$ cat config.mk
export PLATFORM = sky130hd
export DESIGN_NAME = fft_bfly2_pipe
export DESIGN_NICKNAME = d
export VERILOG_FILES = /design/src/rtl/fft_bfly2_pipe.sv
export SDC_FILE = /design/constraint.sdc
export NUM_CORES = 2
export LEC_CHECK = 0
export CORE_UTILIZATION = 32
export DETAILED_ROUTE_END_ITERATION = 10
export PLACE_DENSITY = 0.5
export SYNTH_ARGS = -nofsm -noshare
export SYNTH_HDL_FRONTEND = slang
export SYNTH_SLANG_ARGS = --single-unit
$ cat constraint.sdc
create_clock -name clk -period 21.5 [get_ports clk]
set_input_delay 6.45 -clock clk [delete_from_list [all_inputs] [get_ports clk]]
set_output_delay 6.45 -clock clk [all_outputs]
set_load 0.005 [all_outputs]
$ cat src/rtl/fft_bfly2_pipe.sv
// Radix-2 DIT butterfly, 3-stage elastic pipeline: y1 = x1 + x2*w', y2 = x1 - x2*w'.
// Each beat carries its own conj/scale/round modes; saturation raises a sticky flag.
module fft_bfly2_pipe #(
    parameter int DATA_INP_WD = 16,
    parameter int DATA_W_N_WD = 16,
    parameter int DATA_FRC_WD = 14,
    parameter int DATA_OUT_WD = 16
) (
    input  logic                   clk,
    input  logic                   rstn,
    input  logic                   val_i,
    output logic                   rdy_o,
    input  logic [DATA_INP_WD-1:0] dat_fft_1_re_i,
    input  logic [DATA_INP_WD-1:0] dat_fft_1_im_i,
    input  logic [DATA_INP_WD-1:0] dat_fft_2_re_i,
    input  logic [DATA_INP_WD-1:0] dat_fft_2_im_i,
    input  logic [DATA_W_N_WD-1:0] dat_wn_re_i,
    input  logic [DATA_W_N_WD-1:0] dat_wn_im_i,
    input  logic                   inv_i,
    input  logic                   scl_i,
    input  logic                   rnd_i,
    output logic                   val_o,
    input  logic                   rdy_i,
    output logic [DATA_OUT_WD-1:0] dat_fft_1_re_o,
    output logic [DATA_OUT_WD-1:0] dat_fft_1_im_o,
    output logic [DATA_OUT_WD-1:0] dat_fft_2_re_o,
    output logic [DATA_OUT_WD-1:0] dat_fft_2_im_o,
    output logic                   ovf_o,
    input  logic                   clr_ovf_i
);

    localparam int IW = DATA_INP_WD;
    localparam int WW = DATA_W_N_WD;
    localparam int FW = DATA_FRC_WD;
    localparam int OW = DATA_OUT_WD;
    localparam int STAGES = 3;
    // One extra bit so conj of the most negative twiddle stays exact
    localparam int PW = IW + WW + 1;
    localparam int AW = IW + FW;
    localparam int SW = ((PW > AW) ? PW : AW) + 2;

    localparam logic signed [SW-1:0] RND_HALF = {{(SW-1){1'b0}}, 1'b1} << (FW - 1);
    localparam logic signed [SW-1:0] SAT_MAX  = {{(SW-OW+1){1'b0}}, {(OW-1){1'b1}}};
    localparam logic signed [SW-1:0] SAT_MIN  = {{(SW-OW+1){1'b1}}, {(OW-1){1'b0}}};

    logic [STAGES:1] vld_pipe;
    logic            adv;

    // stage 1: operands and modes
    logic [IW-1:0] s1_x1re, s1_x1im, s1_x2re, s1_x2im;
    logic [WW-1:0] s1_wre, s1_wim;
    logic          s1_inv, s1_scl, s1_rnd;

    // stage 2: complex product and delayed x1
    logic [IW-1:0] s2_x1re, s2_x1im;
    logic [PW-1:0] s2_pre, s2_pim;
    logic          s2_scl, s2_rnd;

    logic signed [PW-1:0] x2re_e, x2im_e, wre_e, wim_e, wim_c, pre_c, pim_c;
    logic signed [SW-1:0] are_e, aim_e, pre_e, pim_e, t_c, r_c;
    logic signed [SW-1:0] sum_c [4];
    logic [3:0][OW-1:0]   res_c;
    logic [3:0]           sat_c;

    assign val_o = vld_pipe[STAGES];
    assign rdy_o = rdy_i || !val_o;
    assign adv   = rdy_o;

    always_comb begin
        x2re_e = PW'($signed(s1_x2re));
        x2im_e = PW'($signed(s1_x2im));
        wre_e  = PW'($signed(s1_wre));
        wim_e  = PW'($signed(s1_wim));
        wim_c  = s1_inv ? -wim_e : wim_e;
        pre_c  = x2re_e * wre_e - x2im_e * wim_c;
        pim_c  = x2re_e * wim_c + x2im_e * wre_e;
    end

    // Full-precision sums, then per-result round / shift / saturate
    always_comb begin
        are_e     = SW'($signed(s2_x1re)) <<< FW;
        aim_e     = SW'($signed(s2_x1im)) <<< FW;
        pre_e     = SW'($signed(s2_pre));
        pim_e     = SW'($signed(s2_pim));
        sum_c[0]  = are_e + pre_e;
        sum_c[1]  = aim_e + pim_e;
        sum_c[2]  = are_e - pre_e;
        sum_c[3]  = aim_e - pim_e;
        t_c       = '0;
        r_c       = '0;
        sat_c     = '0;
        res_c     = '0;
        for (int k = 0; k < 4; k++) begin
            t_c = sum_c[k] + (s2_rnd ? (RND_HALF <<< s2_scl) : SW'(0));
            r_c = s2_scl ? (t_c >>> (FW + 1)) : (t_c >>> FW);
            if (r_c > SAT_MAX) begin
                res_c[k] = SAT_MAX[OW-1:0];
                sat_c[k] = 1'b1;
            end else if (r_c < SAT_MIN) begin
                res_c[k] = SAT_MIN[OW-1:0];
                sat_c[k] = 1'b1;
            end else begin
                res_c[k] = r_c[OW-1:0];
            end
        end
    end

    always_ff @(posedge clk or negedge rstn) begin
        if (!rstn) begin
            vld_pipe       <= '0;
            s1_x1re        <= '0;
            s1_x1im        <= '0;
            s1_x2re        <= '0;
            s1_x2im        <= '0;
            s1_wre         <= '0;
            s1_wim         <= '0;
            s1_inv         <= 1'b0;
            s1_scl         <= 1'b0;
            s1_rnd         <= 1'b0;
            s2_x1re        <= '0;
            s2_x1im        <= '0;
            s2_pre         <= '0;
            s2_pim         <= '0;
            s2_scl         <= 1'b0;
            s2_rnd         <= 1'b0;
            dat_fft_1_re_o <= '0;
            dat_fft_1_im_o <= '0;
            dat_fft_2_re_o <= '0;
            dat_fft_2_im_o <= '0;
        end else if (adv) begin
            vld_pipe <= {vld_pipe[STAGES-1:1], val_i};
            s1_x1re  <= dat_fft_1_re_i;
            s1_x1im  <= dat_fft_1_im_i;
            s1_x2re  <= dat_fft_2_re_i;
            s1_x2im  <= dat_fft_2_im_i;
            s1_wre   <= dat_wn_re_i;
            s1_wim   <= dat_wn_im_i;
            s1_inv   <= inv_i;
            s1_scl   <= scl_i;
            s1_rnd   <= rnd_i;
            s2_x1re  <= s1_x1re;
            s2_x1im  <= s1_x1im;
            s2_pre   <= pre_c;
            s2_pim   <= pim_c;
            s2_scl   <= s1_scl;
            s2_rnd   <= s1_rnd;
            // bubbles leave the last result on the outputs
            if (vld_pipe[2]) begin
                dat_fft_1_re_o <= res_c[0];
                dat_fft_1_im_o <= res_c[1];
                dat_fft_2_re_o <= res_c[2];
                dat_fft_2_im_o <= res_c[3];
            end
        end
    end

    always_ff @(posedge clk or negedge rstn) begin
        if (!rstn)
            ovf_o <= 1'b0;
        else if (adv && vld_pipe[2] && |sat_c)
            ovf_o <= 1'b1;
        else if (clr_ovf_i)
            ovf_o <= 1'b0;
    end

endmodule

==> results.md <==
- # Post-CTS Setup Buffers: 0
- Relative slew slack: 0.207
- I/O Buffers: 170
- Library cells used by synthesis: 93
- Vias/cell: about 4.7
- Routed Antenna Nets: 0
- Total Wirelength: 185000 um
- Layout area overhead: 9.29%
- Synth Cell Area: 61900 um^2
- DIE WIDTH: 442 um
- Worst skew pair latency: roughly 640 ps
- Clock Skew: 47.2 ps
- Vias in the first global route: 48500
- DRC Markers: 0
- Yosys warnings: 0
- Fmax: 66.0 MHz
- Root buf cell: clkbuf_16
- Min cycle time layout: between 15000 and 20000 ps
- Share of cells above drive strength 1: 0.0353
- Max Fanout on Critical Path: 69
- Max incr delay on CP: 690 ps
- Seq cells post-synth: 267
- I/O pin total: between 150 and 200
- Largest net degree at the start of global routing: 131
- CP Class: input pin to primary output
- PostCTS Resize Cnt: 0
- Clock Tree Buf Depth: 3
- Outcome: finished clean
- First-pass GRT wire length: 293000 um
- Top_reg_cell synth: dfrtp_1
- Crit-path cells: clkdlybuf4s50_1, nor2b_4, buf_4, inv_8, clkdlybuf4s50_1
- TritonCTS clock tree: done
- Final Hold Violating Endpoints: 0
- Core area: 192000 um^2
- Crit path DAT: ~8700 ps
- RSZ-0062 raised after global routing: no
- # setup viols final: 0
- Number of synthesized flops with an enable pin: 0
- Synth top area share: 0.415
- Post-Syn Nets: 8905
- Total CTS buffers: 37
- Gpl congestion: 0.866
- Initial antenna violation count: 6
- Largest regs: s2_pim: 33 flops, s2_pre: 33 flops
- Global Route Usage Sum: 0.195
- Period utilization: 0.704
- Syn Area/Cell: 8.80 um^2
- Max-slew violations: 0
- Wire length per cell: 19.4 um
- Initial Utilization: 0.322
- CTS clk-pin slew, worst paths: 60 ps
- Nets: between 8000 and 9000
- H-tree level count: 2
- Cell taking the most area after synthesis: fa_1
- Max-Cap Viols: 0
- Post-DP HPWL: 142000 um
- Post-Syn Instances: 7034
- Num rows: between 150 and 200
- Worst setup EP type: primary output
- Via Count: around 45000
- Die area: 195000 um^2
- Synth top area cells: fa_1, dfrtp_1, inv_1
- Slowest-stage cell, CP: buf_4
- Hold Buf Count CTS: 0
- Height of the chip: 442 um
- Post-synthesis sequential area ratio: 0.108
- Most frequent CP cell: clkdlybuf4s50_1
- Tightest Pin Transition: 1180 ps
- Clock Sinks: 267
- Iteration-0 DRC Markers: 2302
- Total grt overflow: 0
- WP data required: between 15000 and 20000 ps
- Startpoint class of the critical path: input pin
- Ys async rst share: 1.00
- HP Class: flip-flop to flip-flop
- First-pass DRT Iterations: 5
- Setup TNS: 0 ps
## stage by stage
stage / hold slack, ps / instance area [um^2] / setup slack, ps / instances / utilization
6_report: 468 / 67600 / 6360 / 9551 / 0.352
5_1_grt: 494 / 67600 / 6210 / 9550 / 0.352
4_1_cts: 469 / 67600 / 6320 / 9550 / 0.352
3_5_place_dp: 455 / 66300 / 6320 / 9485 / 0.345
3_3_place_gp: 450 / 66300 / 6310 / 9485 / 0.345
2_1_floorplan: 439 / 61900 / 7870 / 7034 / -
## cell usage after synthesis (4+ instances only)
cell type	instances
o21bai_1	15
or2_2	20
nor2_1	175
a21oi_2	4
nand3_1	24
or3_1	8
and3_1	6
mux2_2	11
a21oi_1	172
o21a_1	30
a221oi_1	4
nor3_1	39
buf_1	9
nor3b_1	4
xnor2_1	148
ha_1	484
inv_1	1688
nand4_1	9
or4_1	6
o31ai_1	22
mux2i_1	21
a21o_1	46
a31oi_1	21
buf_2	8
o211ai_1	9
a211oi_1	20
and2_1	478
o211ai_2	6
nand2b_1	42
nand2_1	1230
o21ai_1	17
nor2b_1	74
o22ai_1	10
o22a_1	9
a2111oi_0	6
clkbuf_1	325
xor2_1	59
fa_1	1283
dfrtp_1	267
o31a_1	6
o21ai_0	132
nor4_1	9
## cells by family (layout without fill, tap and decap cells)
| family | count (synthesis) | count (layout) | synth area share |
|---|---|---|---|
| AND/OR/NAND/NOR | 2145 | 2145 | 0.160 |
| adder cells (fa/ha/maj) | 1767 | 1767 | 0.513 |
| flip-flops | 267 | 267 | 0.108 |
| XOR/XNOR | 207 | 207 | 0.0293 |
| other | 0 | 1 | 0 |
| buffers and inverters | 2035 | 2025 | 0.124 |
| AO/OA/AOI/OAI | 581 | 581 | 0.0607 |
| multiplexers | 32 | 32 | 0.00540 |
## worst max-delay path, delay by kind of cell
kind	cells	cell delay, ps
simple gates	1	110
buf+inv	4	2060
## path summary, 6_finish.rpt
kind / depth (start not counted) / slack (ps) / to / start
min in group asynchronous: 1 / 5870 / dat_fft_2_im_o[8]$_DFFE_PN0P_ / rstn
hold / removal: 2 / 470 / s1_x1re[13]$_DFFE_PN0N_ / s1_x1re[13]$_DFFE_PN0N_
max in group asynchronous: 2 / 14220 / s1_x2im[2]$_DFFE_PN0N_ / rstn
setup / recovery: 5 / 6360 / rdy_o / rdy_i
hold reg to reg: 2 / 470 / s1_x1re[13]$_DFFE_PN0N_ / s1_x1re[13]$_DFFE_PN0N_
setup reg to reg: 35 / 10510 / s2_pim[31]$_DFFE_PN0N_ / s1_wim[0]$_DFFE_PN0N_
## routing by layer
| metal | global-route usage | vias to the layer above | share of wire |
|---|---|---|---|
| met4 | 0.0566 | 0 | 0.032 |
| met2 | 0.331 | 917 | 0.49 |
| met1 | 0.263 | 23400 | 0.44 |
| met3 | 0.0188 | 206 | 0.040 |
| li1 | - | 20600 | - |
| met5 | 0 | - | 0 |
## layout by cell type, fill, tap and decap left out, drive strengths merged, types with 49 or more instances in the layout
| master | n |
|---|---|
| clkbuf | 49 |
| xnor2 | 148 |
| clkdlybuf4s50 | 169 |
| o21ai | 150 |
| and2 | 478 |
| a21oi | 177 |
| buf | 101 |
| dfrtp | 267 |
| inv | 1691 |
| ha | 484 |
| nor2b | 74 |
| fa | 1283 |
| xor2 | 59 |
| nand2 | 1230 |
| nor2 | 175 |
## final cells by class
type / instances / area, um^2
diodes: 1 / 2.50
clock buffers: 49 / 1010
repair buffers: 270 / 2470
multi-input cells: 4732 / 47700
fillers: 20000 / 125000
flip-flops and latches: 267 / 6690
clock inverters: 16 / 289
well taps: 2526 / 3160
inverters: 1690 / 6350
Power is not shown: default switching activity piles up to over one toggle a cycle in this logic, so the estimate is an artifact.
